[src/rtl/dff_serializer_pkg.sv]
// Shared types for the parallel-to-serial stream source feeding the DFF data path.
// Both the RTL and the bench import this package.
package dff_pkg;

   typedef enum logic {
      IDLE  = 1'b0,
      SHIFT = 1'b1
   } ser_state_e;

   localparam int SER_WIDTH = 8;

   typedef logic [SER_WIDTH-1:0] ser_word_t;

endpackage

[src/rtl/dff_serializer_if.sv]
// Word-in / bit-out bundle for dff_serializer.
// The upstream word source drives the master side; the serializer is the slave.
interface dff_ser_interface
   import dff_pkg::*;
#(
   parameter int WIDTH = SER_WIDTH
);
   logic [WIDTH-1:0] din;
   logic             din_valid;
   logic             din_ready;
   logic             dout;
   logic             dout_valid;
   logic             done;

   modport master (
      output din, din_valid,
      input  din_ready, dout, dout_valid, done
   );

   modport slave (
      input  din, din_valid,
      output din_ready, dout, dout_valid, done
   );
endinterface

[src/rtl/dff_serializer.sv]
// Shifts WIDTH-bit words out one bit per clock, with a per-bit valid flag and an
// end-of-word pulse. A new word may load on the last bit of the previous one.
module dff_serializer
   import dff_pkg::*;
#(
   parameter int WIDTH     = SER_WIDTH,
   parameter bit LSB_FIRST = 1'b0
) (
   input  logic             clk,
   input  logic             rst,
   dff_ser_interface.slave  bus
);

   localparam int             CW   = $clog2(WIDTH);
   localparam logic [CW-1:0]  LAST = CW'(WIDTH - 1);

   ser_state_e        r_state;
   ser_state_e        w_state_nxt;
   logic [CW-1:0]     r_cnt;
   logic [CW-1:0]     w_cnt_nxt;
   logic [WIDTH-1:0]  r_sreg;
   logic [WIDTH-1:0]  w_sreg_nxt;
   logic              w_last;
   logic              w_accept;
   logic              w_head;

   assign w_last        = (r_state == SHIFT) && (r_cnt == LAST);
   // Ready on the last bit is what lets back-to-back words run without a bubble.
   assign bus.din_ready = rst && ((r_state == IDLE) || w_last);
   assign w_accept      = bus.din_valid && bus.din_ready;

   always_comb begin
      w_state_nxt = r_state;
      w_cnt_nxt   = r_cnt;
      w_sreg_nxt  = r_sreg;
      case (r_state)
         IDLE: begin
            if (w_accept) begin
               w_state_nxt = SHIFT;
               w_cnt_nxt   = '0;
               w_sreg_nxt  = bus.din;
            end
         end
         SHIFT: begin
            if (w_accept) begin
               w_state_nxt = SHIFT;
               w_cnt_nxt   = '0;
               w_sreg_nxt  = bus.din;
            end else if (w_last) begin
               w_state_nxt = IDLE;
               w_cnt_nxt   = '0;
               w_sreg_nxt  = '0;
            end else begin
               w_cnt_nxt = r_cnt + CW'(1);
               if (LSB_FIRST) w_sreg_nxt = {1'b0, r_sreg[WIDTH-1:1]};
               else           w_sreg_nxt = {r_sreg[WIDTH-2:0], 1'b0};
            end
         end
         default: begin
            w_state_nxt = IDLE;
            w_cnt_nxt   = '0;
            w_sreg_nxt  = '0;
         end
      endcase
   end

   always_ff @(posedge clk or negedge rst) begin
      if (!rst) begin
         r_state <= IDLE;
         r_cnt   <= '0;
         r_sreg  <= '0;
      end else begin
         r_state <= w_state_nxt;
         r_cnt   <= w_cnt_nxt;
         r_sreg  <= w_sreg_nxt;
      end
   end

   // Outputs come straight off state registers, so reset clears them immediately.
   assign w_head         = LSB_FIRST ? r_sreg[0] : r_sreg[WIDTH-1];
   assign bus.dout_valid = (r_state == SHIFT);
   assign bus.dout       = (r_state == SHIFT) && w_head;
   assign bus.done       = w_last;

endmodule

[src/flat_wrapper.sv]
// flat-port wrapper written by rule: the top's interface ports become plain ports
module dff_serializer_flat import dff_pkg::*;
#(
   parameter int WIDTH     = SER_WIDTH,
   parameter bit LSB_FIRST = 1'b0
)
  (clk, rst, bus_din, bus_din_valid, bus_din_ready, bus_dout, bus_dout_valid, bus_done);
  dff_ser_interface #(.WIDTH(WIDTH)) bus_i ();
  input  logic clk;
  input  logic rst;
  input wire logic [$bits(bus_i.din)-1:0] bus_din;
  input wire logic [$bits(bus_i.din_valid)-1:0] bus_din_valid;
  output wire logic [$bits(bus_i.din_ready)-1:0] bus_din_ready;
  output wire logic [$bits(bus_i.dout)-1:0] bus_dout;
  output wire logic [$bits(bus_i.dout_valid)-1:0] bus_dout_valid;
  output wire logic [$bits(bus_i.done)-1:0] bus_done;
  assign bus_i.din = bus_din;
  assign bus_i.din_valid = bus_din_valid;
  assign bus_din_ready = bus_i.din_ready;
  assign bus_dout = bus_i.dout;
  assign bus_dout_valid = bus_i.dout_valid;
  assign bus_done = bus_i.done;
  dff_serializer #(.WIDTH(WIDTH), .LSB_FIRST(LSB_FIRST)) u_core (.clk(clk), .rst(rst), .bus(bus_i));
endmodule
[config.mk]
export PLATFORM = sky130hd
export DESIGN_NAME = dff_serializer_flat
export DESIGN_NICKNAME = d
export VERILOG_FILES = /design/src/rtl/dff_serializer_pkg.sv /design/src/rtl/dff_serializer_if.sv /design/src/rtl/dff_serializer.sv /design/src/flat_wrapper.sv
export SDC_FILE = /design/constraint.sdc
export NUM_CORES = 1
export LEC_CHECK = 0
export ABC_AREA = 1
export BUFFER_PORTS_ARGS = -buffer_cell sky130_fd_sc_hd__buf_2
export CAP_MARGIN = 5
export CELL_PAD_IN_SITES_DETAIL_PLACEMENT = 1
export CELL_PAD_IN_SITES_GLOBAL_PLACEMENT = 1
export CORE_UTILIZATION = 25
export CTS_BUF_LIST = sky130_fd_sc_hd__clkbuf_4 sky130_fd_sc_hd__clkbuf_8 sky130_fd_sc_hd__clkbuf_16
export DETAILED_ROUTE_END_ITERATION = 12
export PLACE_DENSITY_LB_ADDON = 0.1
export SYNTH_ARGS = -nofsm -noshare
export SYNTH_HDL_FRONTEND = slang
export SYNTH_SLANG_ARGS = --single-unit
[constraint.sdc]
create_clock -name clk -period 3.84 [get_ports clk]
set_input_delay 0.576 -clock clk [delete_from_list [all_inputs] [get_ports clk]]
set_output_delay 0.576 -clock clk [all_outputs]
set_load 0.05 [all_outputs]
Yosys cells after proc, flatten, opt, wreduce, memory -nomap -nowiden
Cells that the tools add are included.
{"block": "op_classes", "n_eq_ne": 2, "n_addsub": 1, "n_bitwise": 1, "n_mux": 12, "n_reduce_logical": 5}
{"operator": "2-to-1 mux 8 bit", "count": 3}
{"operator": "case mux 8 bit (2 select lines)", "count": 1}
{"operator": "2-to-1 mux 3 bit", "count": 3}
{"operator": "case mux 3 bit (2 select lines)", "count": 1}
{"operator": "logical AND 1 bit", "count": 4}
{"operator": "adder 3 x 1 -> 3 bit (second input constant)", "count": 1}
{"operator": "== test 3 bit (second input constant)", "count": 1}
{"operator": "2-to-1 mux 1 bit", "count": 3}
{"operator": "inequality test 2 x 1 -> 1 bit (second input constant)", "count": 1}
{"operator": "case mux 1 bit (2 select lines)", "count": 1}
{"operator": "logical OR 1 bit", "count": 1}
{"operator": "NOT 1 bit", "count": 1}
{"block": "totals", "register_bits": 12, "word_cells": 24, "inputBits": 11, "out_inout_bits": 4}

Depth between registers and ports, before layout
Gate-level depths: netlist of the first run.
{"block": "depth", "word_depth": 7, "depth_mapped": 10, "mapped_depth_nobuf": 9}

Worst setup path before layout of the first run
No wires, ideal clock.
{"block": "synth_path", "kind": "register to output", "from": "register u_core.r_state, in the netlist u_core.bus.dout_valid", "to": "output port bus_din_ready", "arrival_ps": 1243, "stages_incl_launch_ff": 5, "path_slack_ps": 2021, "path_buffers": 1, "cell_sequence": "dfrtp_1 nand2_2 buf_6 inv_8 nor2_4"}
{"block": "synth_between", "elab_chain_cells": 3, "word_cells_on_any_way": 4, "cone_classes": "bitwise (1); reduce/logical (3)"}
{"element": "from (decl)", "line": "dff_serializer.sv:17", "source": "ser_state_e r_state;"}
{"element": "from (signal assigned)", "line": "dff_serializer.sv:73", "source": "r_state <= w_state_nxt;"}
{"element": "logical AND 1 bit / NOT 1 bit (equally long branches)", "line": "dff_serializer.sv:27, dff_serializer.sv:29"}
{"element": "logical OR 1 bit *", "line": "dff_serializer.sv:29", "source": "assign bus.din_ready = rst && ((r_state == IDLE) || w_last);"}
{"element": "logical AND 1 bit *", "line": "dff_serializer.sv:29"}
{"element": "to (decl)", "line": "flat_wrapper.sv:13", "source": "output wire logic [$bits(bus_i.din_ready)-1:0] bus_din_ready;"}
Mark *: on every way between the ends. The rest lies on a longest branch, timed or not.

Worst setup path after layout of the first run
{"block": "layout_path", "from": "register u_core.r_cnt[0]", "to": "output port bus_din_ready"}
{"block": "layout_between", "elab_chain_cells": 4}
{"element": "from (decl)", "line": "dff_serializer.sv:19", "source": "logic [CW-1:0] r_cnt;"}
{"element": "from (signal assigned)", "line": "dff_serializer.sv:74", "source": "r_cnt <= w_cnt_nxt;"}
{"element": "== test 3 bit", "line": "dff_serializer.sv:27", "source": "assign w_last = (r_state == SHIFT) && (r_cnt == LAST);"}
{"element": "logical AND 1 bit", "line": "dff_serializer.sv:27"}
{"element": "logical OR 1 bit", "line": "dff_serializer.sv:29"}
{"element": "logical AND 1 bit", "line": "dff_serializer.sv:29"}
No other way between the ends.

==> metrics, run 1 <==
antenna diode count 0; crit path time final 2.33 ns; Yosys reg bits 12; wirelength, routed 1600 um; top-count cell post-synth nand2_1; Pleak 0.000444 uW; Post-Route Skew 0.000684 ns; status finished clean; Crit Path Max Fanout 11; post-cts hold buffer count 0; RSZ-0062 raised after global routing false; DR vias/cell 4.62; top_reg_cell synth dfrtp_1; Yosys top cell area share 43.6%; Avg Inst Size Synth 8.11 sq um; multi-input combinational cell area 292 sq um; First-pass DRT Iterations 4; first-pass GRT wire length 2730 um; R2R cell count 8; Min Hold Slack 0.239 ns; CP Class reg -> out; Fin. Hold Viols 0; Critical Path Start u_core.r_cnt[0]; reg2reg setup slack 2.22 ns; antenna violations before repair 0; gr usage total 13.5%; die height 54.5 um; Slew headroom 69.4%; number of synthesized flops with an enable pin 0; register area share after synthesis 43.6%; CTS sink count 12; pwr dens 754 nW/um^2; post-CTS setup buffer count 0; worst-margin pin slew 0.459 ns; clock latency on the worst-skew pair 0.27 ns; # rows 18; Max Cap Viol 0; CTS tree done; Hold Crit Class in -> async; detailed-placement wirelength estimate 1020 um; Final GP Congestion 0.688; FF+latch area 300 sq um; worst r2r src u_core.r_cnt[0]; # setup viols final 0; R2R Path End u_core.r_sreg[5]; Netlist cell types 13; CTS resizes 0; Cell Area, Synth 689 sq um; Placeable Area 2540 sq um; I/O pin cnt 15; Post-DRT Antenna Nets 0; Startpoint Class flip-flop; CP endpoint kind primary output; CTS Buffer Depth 2; vias in the first global route 601; top post-synthesis cells by count nand2_1 (30), nand3_1 (14), dfrtp_1 (12); Initial Util 27.1%; CTS Buf Count 3; post-synthesis cell count 85; Vias 587; Clock Pin Slew Worst Setup and Hold Paths 0.08 ns; die width 54.5 um; fill count 324; grt ovf 0; yosys warns 0; largest net degree at the start of global routing 22; Residual DRC 0; setup ws final 1.51 ns; Synth area leader dfrtp_1; Area after DPL 748 sq um; fmax 430 MHz; Area growth syn-to-layout 11.8%; top post-synthesis cells by area dfrtp_1 (44%), nand2_1 (16%), nand3_1 (10%); critical path required time 3.26 ns; drt wl/cell 12.6 um; H-tree depth 1; NumNets Final 112; fin crit share 60.6%; Post-Syn Nets 98; Async SR Flop Fraction 100%; initial DRC count 10; port bufs 14; setup_tns 0 ns; Max Slew Vio Count 0; Root Driver clkbuf_4; VDD IR max 0.000327 V; Setup WS pre-CTS 1.73 ns; final instance area 771 sq um; share of cells above drive strength 1 21.6%; Die ar. 2970 sq um; CP arrival 1.75 ns
## registers in the layout, summed over array words and instances, names as in the netlist
signal	flops
u_core.r_cnt	3
u_core.bus.dout_valid	1
u_core.r_sreg	8
## metal layers
layer / GRT usage (%) / wire [um]
met5: 0 / 0
met4: 2.56 / 15
met3: 5.00 / 70
met2: 24.2 / 752
met1: 15.1 / 758
## logic make-up (layout without fill, tap and decap cells)
group	count (synthesis)	in the layout	synth area share [%]
flip-flops	12	12	43.6
AND/OR/NAND/NOR	54	54	37.9
buffers and inverters	16	28	14.2
AO/OA/AOI/OAI	1	1	0.725
adder cells (fa/ha/maj)	2	2	3.63
## critical path, stage by stage (launching register included)
cell and delay, ns:
dfrtp_1 0.40, ha_1 0.21, ha_1 0.19, inv_1 0.07
nand2_2 0.20, inv_8 0.17, nor2_4 0.04, buf_2 0.20
## where the power goes
group	internal (uW)	switching (uW)
clock network	36.3	45.0
logic	82.1	204
registers	181	32.2
## final cells by class
type                            instances  share of cell area (%)
Multi-Input combinational cell         57                    37.8
Inverter                               11                    6.33
Clock buffer                            3                    2.92
Sequential cell                        12                    39.0
Timing Repair Buffer                   14                    9.09
Tap cell                               30                    4.87
## stage by stage
step	total power (uW)	util (%)	std cells
floorplan	458	-	85
global placement	502	29.4	124
detailed placement	509	29.4	124
CTS	593	30.3	127
global route	643	30.3	127
finish	581	30.3	127
## cell usage in the layout, fill, tap and decap left out
| master | n |
|---|---|
| nand3_1 | 14 |
| inv_1 | 10 |
| nand2_2 | 1 |
| buf_2 | 14 |
| clkbuf_4 | 3 |
| o21ai_0 | 1 |
| nand4_1 | 7 |
| inv_8 | 1 |
| nand2_1 | 30 |
| ha_1 | 2 |
| dfrtp_1 | 12 |
| nor2_4 | 1 |
| nand3_4 | 1 |
## worst max path at each step
stage | end | slack (ns) | cells past startpoint
3_5_place_dp | bus_din_ready | 1.73 | 4
6_report | bus_din_ready | 1.51 | 7
5_1_grt | bus_din_ready | 1.41 | 7
2_1_floorplan | bus_din_ready | 2.02 | 4
3_3_place_gp | bus_din_ready | 1.75 | 4
4_1_cts | bus_din_ready | 1.50 | 7
No activity file was read; power rests on OpenSTA's default activity.
==> inputs of run 2 (changes only) <==
--- a/config.mk
+++ b/config.mk
@@ -5,7 +5,7 @@
 export SDC_FILE = /design/constraint.sdc
 export NUM_CORES = 1
 export LEC_CHECK = 0
-export ABC_AREA = 1
+export ABC_AREA = 0
 export BUFFER_PORTS_ARGS = -buffer_cell sky130_fd_sc_hd__buf_2
 export CAP_MARGIN = 5
 export CELL_PAD_IN_SITES_DETAIL_PLACEMENT = 1
==> constraint.sdc (replaced) <==
create_clock -name clk -period 2.1 [get_ports clk]
set_input_delay 0.315 -clock clk [delete_from_list [all_inputs] [get_ports clk]]
set_output_delay 0.315 -clock clk [all_outputs]
set_load 0.05 [all_outputs]
==> run 2 against run 1 <==
Final cell count down 24%. Largest cell class unchanged. Utilization increased by 3.8 points. Worst hold slack worse by 0.0039 ns.
==> metrics, run 2 <==
status finished clean; Avg Inst Size Synth 10.8 sq um; Vias 477; post-synthesis cell count 53; Clock Pin Slew Worst Setup and Hold Paths 0.09 ns; crit path time final 1.97 ns; Yosys top cell area share 52.6%; commonest cells after routing, fill and taps aside buf_2 (14), dfrtp_1 (12), nand2_1 (8), nand3_1 (8), a22oi_1 (7); # rows 16; fin crit share 94.0%; CP arrival 1.66 ns; Yosys reg bits 12; post-CTS setup buffer count 0; clock latency on the worst-skew pair 0.29 ns; setup ws final 0.126 ns; CP Class reg -> out; I/O pin cnt 15; initial DRC count 8; hold path endpoint u_core.r_sreg[2]; Root Driver clkbuf_4; internal power 573 uW; Post-Route Skew 0.00487 ns; Netlist cell types 17; Hold Crit Class in -> reg; antenna violations before repair 0; worst r2r src u_core.r_cnt[0]; Cell Area, Synth 571 sq um; switching pwr 388 uW; CP endpoint kind primary output; Synth area leader dfrtp_1; Crit Path Max Fanout 3; port bufs 14; Sw Ratio 40.4%; Max Cap Viol 0; Area growth syn-to-layout 23.0%; max reg flops 8; H-tree depth 1; Initial Util 27.7%; CTS tree done; DR vias/cell 4.92; power share of the clock group 20.6%; hold depth 3; top post-synthesis cells by count dfrtp_1 (12), nand2_1 (8), nand3_1 (8); CTS sink count 12; First-pass DRT Iterations 3; Fin. Hold Viols 0; pwr dens 1370 nW/um^2; yosys warns 0; CTS Buffer Depth 2; detailed-placement wirelength estimate 915 um; Flop pwr share 39.1%; M1 WL 692 um; gr usage total 13.8%; register area share after synthesis 52.6%; top post-synthesis cells by area dfrtp_1 (53%), a22oi_1 (9.2%), nand3_1 (7.0%); grt ovf 0; met2 WL 642 um; met3 wire length 38 um; Startpoint Class flip-flop; first-pass GRT wire length 2440 um; VDD IR max 0.000532 V; Placeable Area 2060 sq um; Slew headroom 66.8%; # setup viols final 0; vias in the first global route 499; R2R Path End u_core.r_sreg[0]; reg2reg setup slack 0.63 ns; RSZ-0062 raised after global routing false; number of synthesized flops with an enable pin 0; wirelength, routed 1400 um; Pleak 0.000361 uW; Async SR Flop Fraction 100%; Setup WS pre-CTS 0.452 ns; top-count cell post-synth dfrtp_1; Most flops, register u_core.r_sreg; CTS resizes 0; worst-margin pin slew 0.499 ns; antenna diode count 0; fill count 253; max layer used met4; CTS Buf Count 3; die width 49.8 um; Die ar. 2480 sq um; Residual DRC 0; Post-DRT Antenna Nets 0; post-cts hold buffer count 1; top_reg_cell synth dfrtp_1; Final GP Congestion 0.631; NumNets Final 84; die height 49.8 um; Post-Syn Nets 66; critical path required time 1.78 ns; Max Slew Vio Count 0; commonest non-fill, non-tap cell in the layout buf_2; combinational share of power 40.3%; fmax 507 MHz; setup_tns 0 ns; drt wl/cell 14.4 um; largest net degree at the start of global routing 16; share of cells above drive strength 1 32.9%; R2R cell count 6; HP Start bus_din[2]
[run 2: cell count changes in the layout (fill, tap and decap cells not counted), moves of 2 or more]
cell	previous run	this run
inv_1	10	1
and2_2	0	2
nand4_1	7	0
nand3_1	14	8
and2_1	0	2
a22o_1	0	2
a22oi_1	0	7
nand2_1	30	8
[run 2: how the worst max path moves through the flow]
stage	from	end	slack, ns	cells after the start
2_1_floorplan	u_core.r_cnt[0]	bus_din_ready	0.37	5
3_3_place_gp	u_core.r_cnt[0]	bus_din_ready	0.47	5
3_5_place_dp	u_core.r_cnt[0]	bus_din_ready	0.45	5
4_1_cts	u_core.r_cnt[0]	bus_din_ready	0.12	5
5_1_grt	u_core.r_cnt[0]	bus_din_ready	0.03	5
6_report	u_core.r_cnt[0]	bus_din_ready	0.13	5
[run 2: power groups by stage]
stage / Clock, uW / Sequential (uW) / Combinational (uW)
2_1_floorplan: 0 / 381 / 300
3_3_place_gp: 0 / 377 / 387
3_5_place_dp: 0 / 377 / 391
4_1_cts: 203 / 374 / 393
5_1_grt: 213 / 389 / 431
6_report: 198 / 376 / 387
[run 2: cell type report]
cell class                      count  area, sq um  area share [%]
Timing Repair Buffer               16         87.6            12.5
Tap cell                           27         33.8            4.81
Sequential cell                    12          300            42.8
Clock buffer                        4         36.3            5.17
Multi-Input combinational cell     37          240            34.2
Inverter                            1         3.75           0.535
[run 2: cell families (layout without fill, tap and decap cells)]
| kind of cell | count (synthesis) | count (layout) | synth area share (%) |
|---|---|---|---|
| and+or+nand+nor | 23 | 23 | 21.7 |
| adders and majority gates | 2 | 2 | 4.39 |
| DFF | 12 | 12 | 52.6 |
| buffers and inverters | 4 | 21 | 5.26 |
| AOI/OAI and AO/OA | 12 | 12 | 16.0 |
[run 2: stage by stage]
step           utilization [%]  hold slack [ns]  total power, uW  instance area [sq um]  cells
5_1_grt                   34.0            0.245             1030                    702     97
3_5_place_dp              31.8            0.238              768                    656     92
4_1_cts                   34.0            0.236              970                    702     97
3_3_place_gp              31.8            0.240              764                    656     92
2_1_floorplan                -           0.0194              682                    571     53
6_report                  34.0            0.235              961                    702     97
[run 2: routing by layer]
layer	up-vias	GRT usage, %
met5	-	0
met4	0	8.57
met3	4	2.78
met2	12	21.2
met1	238	17.6
li1	223	-
[run 2: worst max-delay path, cell delays in order (launching register included)]
cell,delay (ns)
dfrtp_1,0.41
ha_1,0.21
ha_1,0.22
nand2b_1,0.17
and2_1,0.16
buf_2,0.20
==> inputs of run 3 (changes only) <==
--- a/config.mk
+++ b/config.mk
@@ -14,6 +14,7 @@
 export CTS_BUF_LIST = sky130_fd_sc_hd__clkbuf_4 sky130_fd_sc_hd__clkbuf_8 sky130_fd_sc_hd__clkbuf_16
 export DETAILED_ROUTE_END_ITERATION = 12
 export PLACE_DENSITY_LB_ADDON = 0.1
+export REMOVE_ABC_BUFFERS = 1
 export SYNTH_ARGS = -nofsm -noshare
 export SYNTH_HDL_FRONTEND = slang
 export SYNTH_SLANG_ARGS = --single-unit
==> run 3 against run 2 <==
Sequential share of layout area up 0.86 points. Worst hold slack improved by 0.030 ns. Non-clock buffer count did not move. Die area did not move. Setup slack improved by 0.053 ns. Fmax rose by 2.8%. Sequential power is essentially flat. First-iteration DRC count is 50% lower. Critical path depth unchanged. Critical path type unchanged. Critical endpoint unchanged. Highest routed layer is now met3.
==> metrics, run 3 (synthesis gave the netlist of run 2 again) <==
Most flops, register u_core.r_sreg; post-CTS setup buffer count 0; final instance area 688 sq um; R2R cell count 6; drt wl/cell 13.0 um; Crit Path Max Fanout 3; antenna diode count 0; Slew headroom 67.4%; CTS tree done; commonest cells after routing, fill and taps aside buf_2 (14), dfrtp_1 (12), nand2_1 (8), nand3_1 (8), a22oi_1 (7); fmax 521 MHz; die width 49.8 um; CP arrival 1.61 ns; share of cells above drive strength 1 31.9%; R2R Path End u_core.r_sreg[0]; Area growth syn-to-layout 20.6%; CP Class reg -> out; Root Driver clkbuf_4; # rows 16; total power 886 uW; Clock Pin Slew Worst Setup and Hold Paths 0.07 ns; Min Hold Slack 0.265 ns; commonest non-fill, non-tap cell in the layout buf_2; setup_tns 0 ns; worst-margin pin slew 0.489 ns; Initial Util 27.7%; Area after DPL 656 sq um; clock latency on the worst-skew pair 0.26 ns; I/O pin cnt 15; Fin. Hold Viols 0; worst r2r src u_core.r_cnt[0]; CTS sink count 12; Max Slew Vio Count 0; wirelength, routed 1250 um; VDD IR max 0.000472 V; Pleak 0.000354 uW; port bufs 14; Inst Count DP 92; hold path endpoint u_core.r_sreg[4]; non-filler instance count after layout 96; crit path time final 1.92 ns; die height 49.8 um; RSZ-0062 raised after global routing false; reg2reg setup slack 0.65 ns; CTS Buf Count 3; CTS Buffer Depth 2; Vias 441; first-pass GRT wire length 2210 um; max reg flops 8; Post-DRT Antenna Nets 0; DR vias/cell 4.59; First-pass DRT Iterations 4; vias in the first global route 470; gr usage total 12.4%; critical path required time 1.78 ns; initial DRC count 4; antenna violations before repair 0; detailed-placement wirelength estimate 876 um; fin crit share 91.5%; Hold Crit Class in -> reg; HP Start bus_din[4]; grt ovf 0; Die ar. 2480 sq um; Final GP Congestion 0.680; largest net degree at the start of global routing 16; Post-Route Skew 0.000539 ns; CP endpoint kind primary output; Max Cap Viol 0; status finished clean; H-tree depth 1; Placeable Area 2060 sq um; NumNets Final 84; hold depth 3; # setup viols final 0; Residual DRC 0; pwr dens 1290 nW/um^2; Startpoint Class flip-flop
## run 3: cell count changes in the layout (fill, tap and decap cells not counted), sizes merged
cell    before  now
clkbuf       4    3
## run 3: area by class of cell
type	count	area (sq um)
Fill cell	240	1370
Clock buffer	3	22.5
Inverter	1	3.75
Timing Repair Buffer	16	87.6
Sequential cell	12	300
Multi-Input combinational cell	37	240
Tap cell	27	33.8
## run 3: layer usage
metal  vias to the layer above  global-route usage [%]  part of all wire, %
met3                         0                    2.78                  4.6
li1                        220                       -                    -
met4                         0                    7.14                    0
met1                       209                    17.0                   53
met2                        12                    17.6                   42
met5                         -                       0                    0
## run 3: repair_timing
item	in CTS	in global routing
hold buffers	1	0
resized for setup	0	0
endpoints found under the setup margin	0	0
hold endpoints to repair	12	0
## run 3: worst max-delay path by stage
stage | slack (ns) | end | start | depth (start not counted)
final | 0.18 | bus_din_ready | u_core.r_cnt[0] | 5
after global placement | 0.47 | bus_din_ready | u_core.r_cnt[0] | 5
after global routing | 0.09 | bus_din_ready | u_core.r_cnt[0] | 5
after CTS | 0.16 | bus_din_ready | u_core.r_cnt[0] | 5
after floorplan | 0.35 | bus_din_ready | u_core.r_cnt[0] | 4
after detailed placement | 0.46 | bus_din_ready | u_core.r_cnt[0] | 5
## run 3: report_power, final
group	switching [uW]	total [uW]	internal (uW)
clock network	65.7	132	66.1
logic	229	380	150
registers	56.9	374	317
total	352	886	534
## run 3: worst max-delay path: stages, from the launching register on
cell and delay, ns:
dfrtp_1 0.40, ha_1 0.20, ha_1 0.22, nand2b_1 0.17, and2_1 0.16, buf_2 0.20
## run 3: stage by stage
stage	setup WS [ns]	util [%]
after floorplan	0.350	-
after global placement	0.474	31.8
after CTS	0.159	33.4
after detailed placement	0.457	31.8
final	0.180	33.4
after global routing	0.0855	33.4
